File: src/rtl/voice_mix_sched.sv
// voice_mix_sched: per-frame mixer scheduler for a shared I2S sample slot.
// On an accepted frame_tick it polls each enabled voice in index order over
// a req/ack handshake, sums the returned signed samples in a widened
// accumulator, saturates to SAMPLE_W and presents the result with a
// one-cycle strobe.
//
// Ports:
//   clk, rst      system clock, asynchronous active-high reset
//   frame_tick    one-cycle pulse that starts a mix frame when idle
//   voice_en      voice enable mask, captured on an accepted frame_tick
//   voice_req     one-hot request to the voice currently being polled
//   voice_ack     per-voice acknowledge; data valid in the same cycle
//   voice_data    flattened samples, voice i at [i*SAMPLE_W +: SAMPLE_W]
//   mix_out       saturated mix, held until the next frame completes
//   mix_valid     one-cycle strobe when mix_out updates
//   clip          set with mix_valid when the sum was clamped
//   busy          high whenever a frame is in progress
//   overrun       one-cycle pulse when frame_tick arrives while busy
//   timeout_err   one-cycle pulse when a voice fails to ack in time
module voice_mix_sched #(
  parameter int unsigned NUM_VOICES = 4,
  parameter int unsigned SAMPLE_W   = 16,
  parameter int unsigned TIMEOUT    = 16
) (
  input  logic                             clk,
  input  logic                             rst,
  input  logic                             frame_tick,
  input  logic [NUM_VOICES-1:0]            voice_en,
  output logic [NUM_VOICES-1:0]            voice_req,
  input  logic [NUM_VOICES-1:0]            voice_ack,
  input  logic [NUM_VOICES*SAMPLE_W-1:0]   voice_data,
  output logic [SAMPLE_W-1:0]              mix_out,
  output logic                             mix_valid,
  output logic                             clip,
  output logic                             busy,
  output logic                             overrun,
  output logic                             timeout_err
);

  localparam int unsigned ACC_W = SAMPLE_W + 4;
  localparam int unsigned IDX_W = (NUM_VOICES > 1) ? $clog2(NUM_VOICES) : 1;
  localparam int unsigned CNT_W = $clog2(TIMEOUT);
  localparam logic [IDX_W-1:0] LAST_IDX = IDX_W'(NUM_VOICES - 1);
  localparam logic [CNT_W-1:0] TO_LAST  = CNT_W'(TIMEOUT - 1);
  localparam logic signed [ACC_W-1:0] SAT_MAX = {5'b00000, {(SAMPLE_W-1){1'b1}}};
  localparam logic signed [ACC_W-1:0] SAT_MIN = {5'b11111, {(SAMPLE_W-1){1'b0}}};

  typedef enum logic [1:0] {IDLE, REQ, DONE} state_t;

  state_t                   state;
  logic [NUM_VOICES-1:0]    en_q;
  logic [IDX_W-1:0]         idx;
  logic [IDX_W-1:0]         nidx;
  logic [CNT_W-1:0]         to_cnt;
  logic signed [ACC_W-1:0]  acc;
  logic signed [ACC_W-1:0]  acc_sum;
  logic [SAMPLE_W-1:0]      samples [NUM_VOICES];
  logic                     sel_en;
  logic                     sel_ack;
  logic                     expire;
  logic                     advance;

  always_comb begin
    for (int unsigned i = 0; i < NUM_VOICES; i++) begin
      samples[i] = voice_data[i*SAMPLE_W +: SAMPLE_W];
    end
    sel_en  = en_q[idx];
    sel_ack = voice_ack[idx];
    nidx    = idx + 1'b1;
    // Ack on the final allowed cycle takes priority over the timeout.
    expire  = sel_en && !sel_ack && (to_cnt == TO_LAST);
    // A disabled voice occupies exactly one REQ cycle.
    advance = !sel_en || sel_ack || expire;
    acc_sum = acc + {{4{samples[idx][SAMPLE_W-1]}}, samples[idx]};
  end

  always_ff @(posedge clk or posedge rst) begin
    if (rst) begin
      state       <= IDLE;
      en_q        <= '0;
      idx         <= '0;
      to_cnt      <= '0;
      acc         <= '0;
      voice_req   <= '0;
      mix_out     <= '0;
      mix_valid   <= 1'b0;
      clip        <= 1'b0;
      busy        <= 1'b0;
      overrun     <= 1'b0;
      timeout_err <= 1'b0;
    end else begin
      mix_valid   <= 1'b0;
      overrun     <= 1'b0;
      timeout_err <= 1'b0;
      case (state)
        IDLE: begin
          if (frame_tick) begin
            en_q      <= voice_en;
            acc       <= '0;
            idx       <= '0;
            to_cnt    <= '0;
            busy      <= 1'b1;
            voice_req <= voice_en[0] ? NUM_VOICES'(1) : '0;
            state     <= REQ;
          end
        end
        REQ: begin
          if (frame_tick) overrun <= 1'b1;
          if (sel_en && sel_ack) acc <= acc_sum;
          if (expire) timeout_err <= 1'b1;
          if (advance) begin
            to_cnt <= '0;
            if (idx == LAST_IDX) begin
              voice_req <= '0;
              state     <= DONE;
            end else begin
              idx       <= nidx;
              voice_req <= en_q[nidx] ? (NUM_VOICES'(1) << nidx) : '0;
            end
          end else begin
            to_cnt <= to_cnt + 1'b1;
          end
        end
        DONE: begin
          if (frame_tick) overrun <= 1'b1;
          if (acc > SAT_MAX) begin
            mix_out <= {1'b0, {(SAMPLE_W-1){1'b1}}};
            clip    <= 1'b1;
          end else if (acc < SAT_MIN) begin
            mix_out <= {1'b1, {(SAMPLE_W-1){1'b0}}};
            clip    <= 1'b1;
          end else begin
            mix_out <= acc[SAMPLE_W-1:0];
            clip    <= 1'b0;
          end
          mix_valid <= 1'b1;
          busy      <= 1'b0;
          state     <= IDLE;
        end
        default: state <= IDLE;
      endcase
    end
  end

endmodule

File: config.mk
export PLATFORM = sky130hd
export DESIGN_NAME = voice_mix_sched
export DESIGN_NICKNAME = d
export VERILOG_FILES = /design/src/rtl/voice_mix_sched.sv
export SDC_FILE = /design/constraint.sdc
export NUM_CORES = 1
export LEC_CHECK = 0
export BUFFER_PORTS_ARGS = -buffer_cell sky130_fd_sc_hd__buf_2
export CORE_UTILIZATION = 58
export DETAILED_ROUTE_END_ITERATION = 10
export PLACE_DENSITY_LB_ADDON = 0.15
export SYNTH_ARGS = -nofsm -noshare
export SYNTH_HDL_FRONTEND = slang
export SYNTH_SLANG_ARGS = --single-unit
File: constraint.sdc
create_clock -name clk -period 7.45 [get_ports clk]
set_input_delay 1.49 -clock clk [delete_from_list [all_inputs] [get_ports clk]]
set_output_delay 1.49 -clock clk [all_outputs]
set_load 0.05 [all_outputs]
==> results.py <==
metrics = {
    "run_status": {
        "outcome": "complete, no violations",
    },
    "floorplan": {
        "die_w_um": 82.41,
        "die_h_um": 82.41,
        "dieArea_um2": 6791,
        "core_area_um2": 6061,
        "ios": 100,
        "start_util_pct": 61.87,
        "num_rows": 28,
    },
    "synth": {
        "syn-num-nets": 479,
        "ys_top_cells_by_area": "dfrtp_1 38%, mux4_2 11%, ha_1 9.0%, nand2_1 3.9%, nor2_1 3.7%",
        "asyncSetResetFlopFracSynth_pct": 100.0,
        "syn-cell-area_um2": 3750,
        "avgSynthCellArea_um2": 9.973,
        "synthCells": 376,
        "synth_edf_count": 0,
        "synth.top_cell.area_share_pct": 38.04,
        "yosys_warnings": 0,
        "synth-seq-cells": 57,
        "ys_seq_area_share_pct": 38.04,
        "synth_cell_type_count": 52,
        "yosysTopAreaCell": "dfrtp_1",
        "ys.flop_type": "dfrtp_1",
    },
    "cts": {
        "cts_made_buffers": 9,
        "cts_root_buf": "clkbuf_8",
        "tritoncts": "done",
        "post_cts_resized": 0,
        "htreeDepth": 3,
        "clk_latency_ns": 0.34,
        "post_cts_buffers": 0,
        "cts.sinks": 57,
        "clk_pin_slew_ns": 0.06,
        "hold_buffers": 0,
        "clk_path_buf_depth": 2,
    },
    "place": {
        "routabilityCongestion": 0.9117,
        "dp_hpwl_um": 6682,
        "io_buffers": 99,
        "postPlaceCellArea_um2": 4279,
    },
    "grt": {
        "overflow": 0,
        "grt_usage_pct": 30.17,
        "antenna_found_initial": 0,
        "grt_pass1_vias": 3242,
        "grt_max_degree": 58,
        "grt_pass1_wl_um": 14920,
    },
    "sta": {
        "drv_slew": 0,
        "timing.setup.tns_ns": 0,
        "rsz0062_at_grt": "false",
        "max-slew-margin-rel_pct": 29.87,
        "fin_skew_ns": 0.01130,
        "tightest_slew_ns": 1.048,
        "setup_viol": 0,
        "period_minus_slack_ns": 3.889,
        "final_hold_viol_count": 0,
        "fmax_mhz": 257.2,
        "finalCritPeriodShare_pct": 52.20,
    },
    "finish": {
        "diodes": 0,
        "nets": 576,
        "design_area_um2": 4459,
        "drive_gt1_share_pct": 31.24,
        "synthToLayoutAreaGrowth_pct": 18.92,
    },
    "drt": {
        "drtIter0Drc": 216,
        "wire_per_inst_um": 16.44,
        "dr.pass1.iters": 4,
        "viasPerCell": 5.913,
        "drtAntennaViolNets": 0,
        "drcViolationCount": 0,
        "drt-total-wl_um": 9075,
        "num_vias": 3264,
    },
    "worst_setup_path": {
        "cp-start-kind": "primary input",
        "required_ns": 7.63,
        "worstSetupPathType": "in -> reg",
        "cp_max_fo": 3,
        "end_kind": "register",
        "crit_arrival_ns": 4.07,
    },
    "power": {
        "powerDensity_nw_per_um2": 483.0,
        "ir_drop_mv": 0.2606,
        "leakagePower_nw": 2.180,
    },
    "flow_run": {
        "cap_viol_max_count": 0,
    },
    "worst_hold_path": {
        "hold_path.class": "reg -> reg",
    },
}
## cell families (layout without fill, tap and decap cells)
logic type               Yosys count  in the layout  share of synthesized area, %
adder cells (fa/ha/maj)           28             28                         9.543
AO/OA/AOI/OAI                    108            108                         18.85
XOR/XNOR                          12             12                         2.803
multiplexers                      27             27                         13.75
flip-flops                        57             57                         38.04
AND/OR/NAND/NOR                  105            105                         12.61
buffers and inverters             39            140                         4.404
## synth_stat cells, types with 2 or more instances
| master | instances |
|---|---|
| mux2_2 | 6 |
| nand3b_1 | 2 |
| o21a_1 | 8 |
| buf_2 | 6 |
| o21bai_1 | 3 |
| mux4_2 | 19 |
| o21ai_1 | 5 |
| a22o_1 | 5 |
| dfrtp_1 | 57 |
| xor2_1 | 6 |
| o311ai_0 | 2 |
| a21o_1 | 7 |
| o31ai_1 | 7 |
| nor3_1 | 2 |
| o21ai_0 | 19 |
| nand2_1 | 39 |
| mux2i_1 | 2 |
| nor2_1 | 37 |
| nor2b_1 | 2 |
| nand4_1 | 2 |
| nor4_1 | 3 |
| o22ai_1 | 17 |
| nand2b_1 | 4 |
| nand3_1 | 6 |
| clkbuf_1 | 6 |
| and3_1 | 2 |
| inv_1 | 23 |
| ha_1 | 27 |
| a21oi_1 | 18 |
| xnor2_1 | 6 |
| a211oi_1 | 7 |
## path summary, 6_finish.rpt
kind | end | slack [ns] | cells past startpoint | startpoint
max | acc[8] | 3.56 | 11 | voice_data[48]
min in group asynchronous | mix_out[5] | 1.35 | 3 | rst
min | clip | 0.49 | 1 | clip
max in group asynchronous | voice_req[1] | 5.61 | 3 | rst
min reg2reg | clip | 0.49 | 1 | clip
max reg2reg | acc[19] | 3.75 | 10 | idx[0]
## critical path: stages
cell and delay, ns:
buf_2 0.10, mux4_2 0.46, ha_1 0.24, fa_1 0.44, a211oi_1 0.33, o21bai_1 0.13
a21oi_1 0.24, nor2b_1 0.07, o21a_1 0.17, o311ai_0 0.28, o21ai_0 0.14
## cell usage in the layout (no fill, tap or decap), types with 7 or more instances in the layout
cell	count
inv_1	22
clkbuf_8	12
o31ai_1	7
a21oi_1	18
a21o_1	7
ha_1	27
nor2_1	37
dfrtp_1	57
a211oi_1	7
o22ai_1	17
buf_2	99
o21ai_0	19
o21a_1	8
nand2_1	39
mux4_2	19
## cell type report
| class | instances | area, um2 |
|---|---|---|
| Inverter | 24 | 90.09 |
| Fill cell | 478 | 1602 |
| Clock inverter | 3 | 15.01 |
| Tap cell | 75 | 93.84 |
| Clock buffer | 12 | 165.2 |
| Timing Repair Buffer | 101 | 510.5 |
| Multi-Input combinational cell | 280 | 2158 |
| Sequential cell | 57 | 1426 |
## registers in the layout, indices dropped and copies added, names as in the netlist, 2 cells and up
signal and cells:
acc 20, en_q 4, idx 2, mix_out 16, state 2, to_cnt 4
voice_req 4
## layer usage
layer / up-vias / GRT usage [%] / part of all wire [%]
met5: - / 0 / 0
met4: 0 / 11.75 / 1.3
met3: 12 / 5.275 / 6.4
met2: 100 / 52.15 / 51
met1: 1571 / 37.46 / 42
li1: 1581 / - / -
## where the power goes
group / internal [mW] / switching, mW
clock network: 0.144 / 0.121
registers: 0.432 / 0.110
logic: 0.516 / 0.831
total: 1.09 / 1.06
## metrics by stage
stage | hold slack (ns) | power, mW | setup slack, ns | cells | utilization, %
finish | 0.4902 | 2.154 | 3.561 | 552 | 73.58
global route | 0.5136 | 2.331 | 3.413 | 552 | 73.58
CTS | 0.4907 | 2.153 | 3.591 | 552 | 73.58
detailed placement | 0.4744 | 1.877 | 3.222 | 537 | 70.60
global placement | 0.4722 | 1.839 | 3.326 | 537 | 70.60
floorplan | 0.4681 | 1.606 | 3.564 | 376 | -
Note: power is estimated with default switching activity, not from simulation.
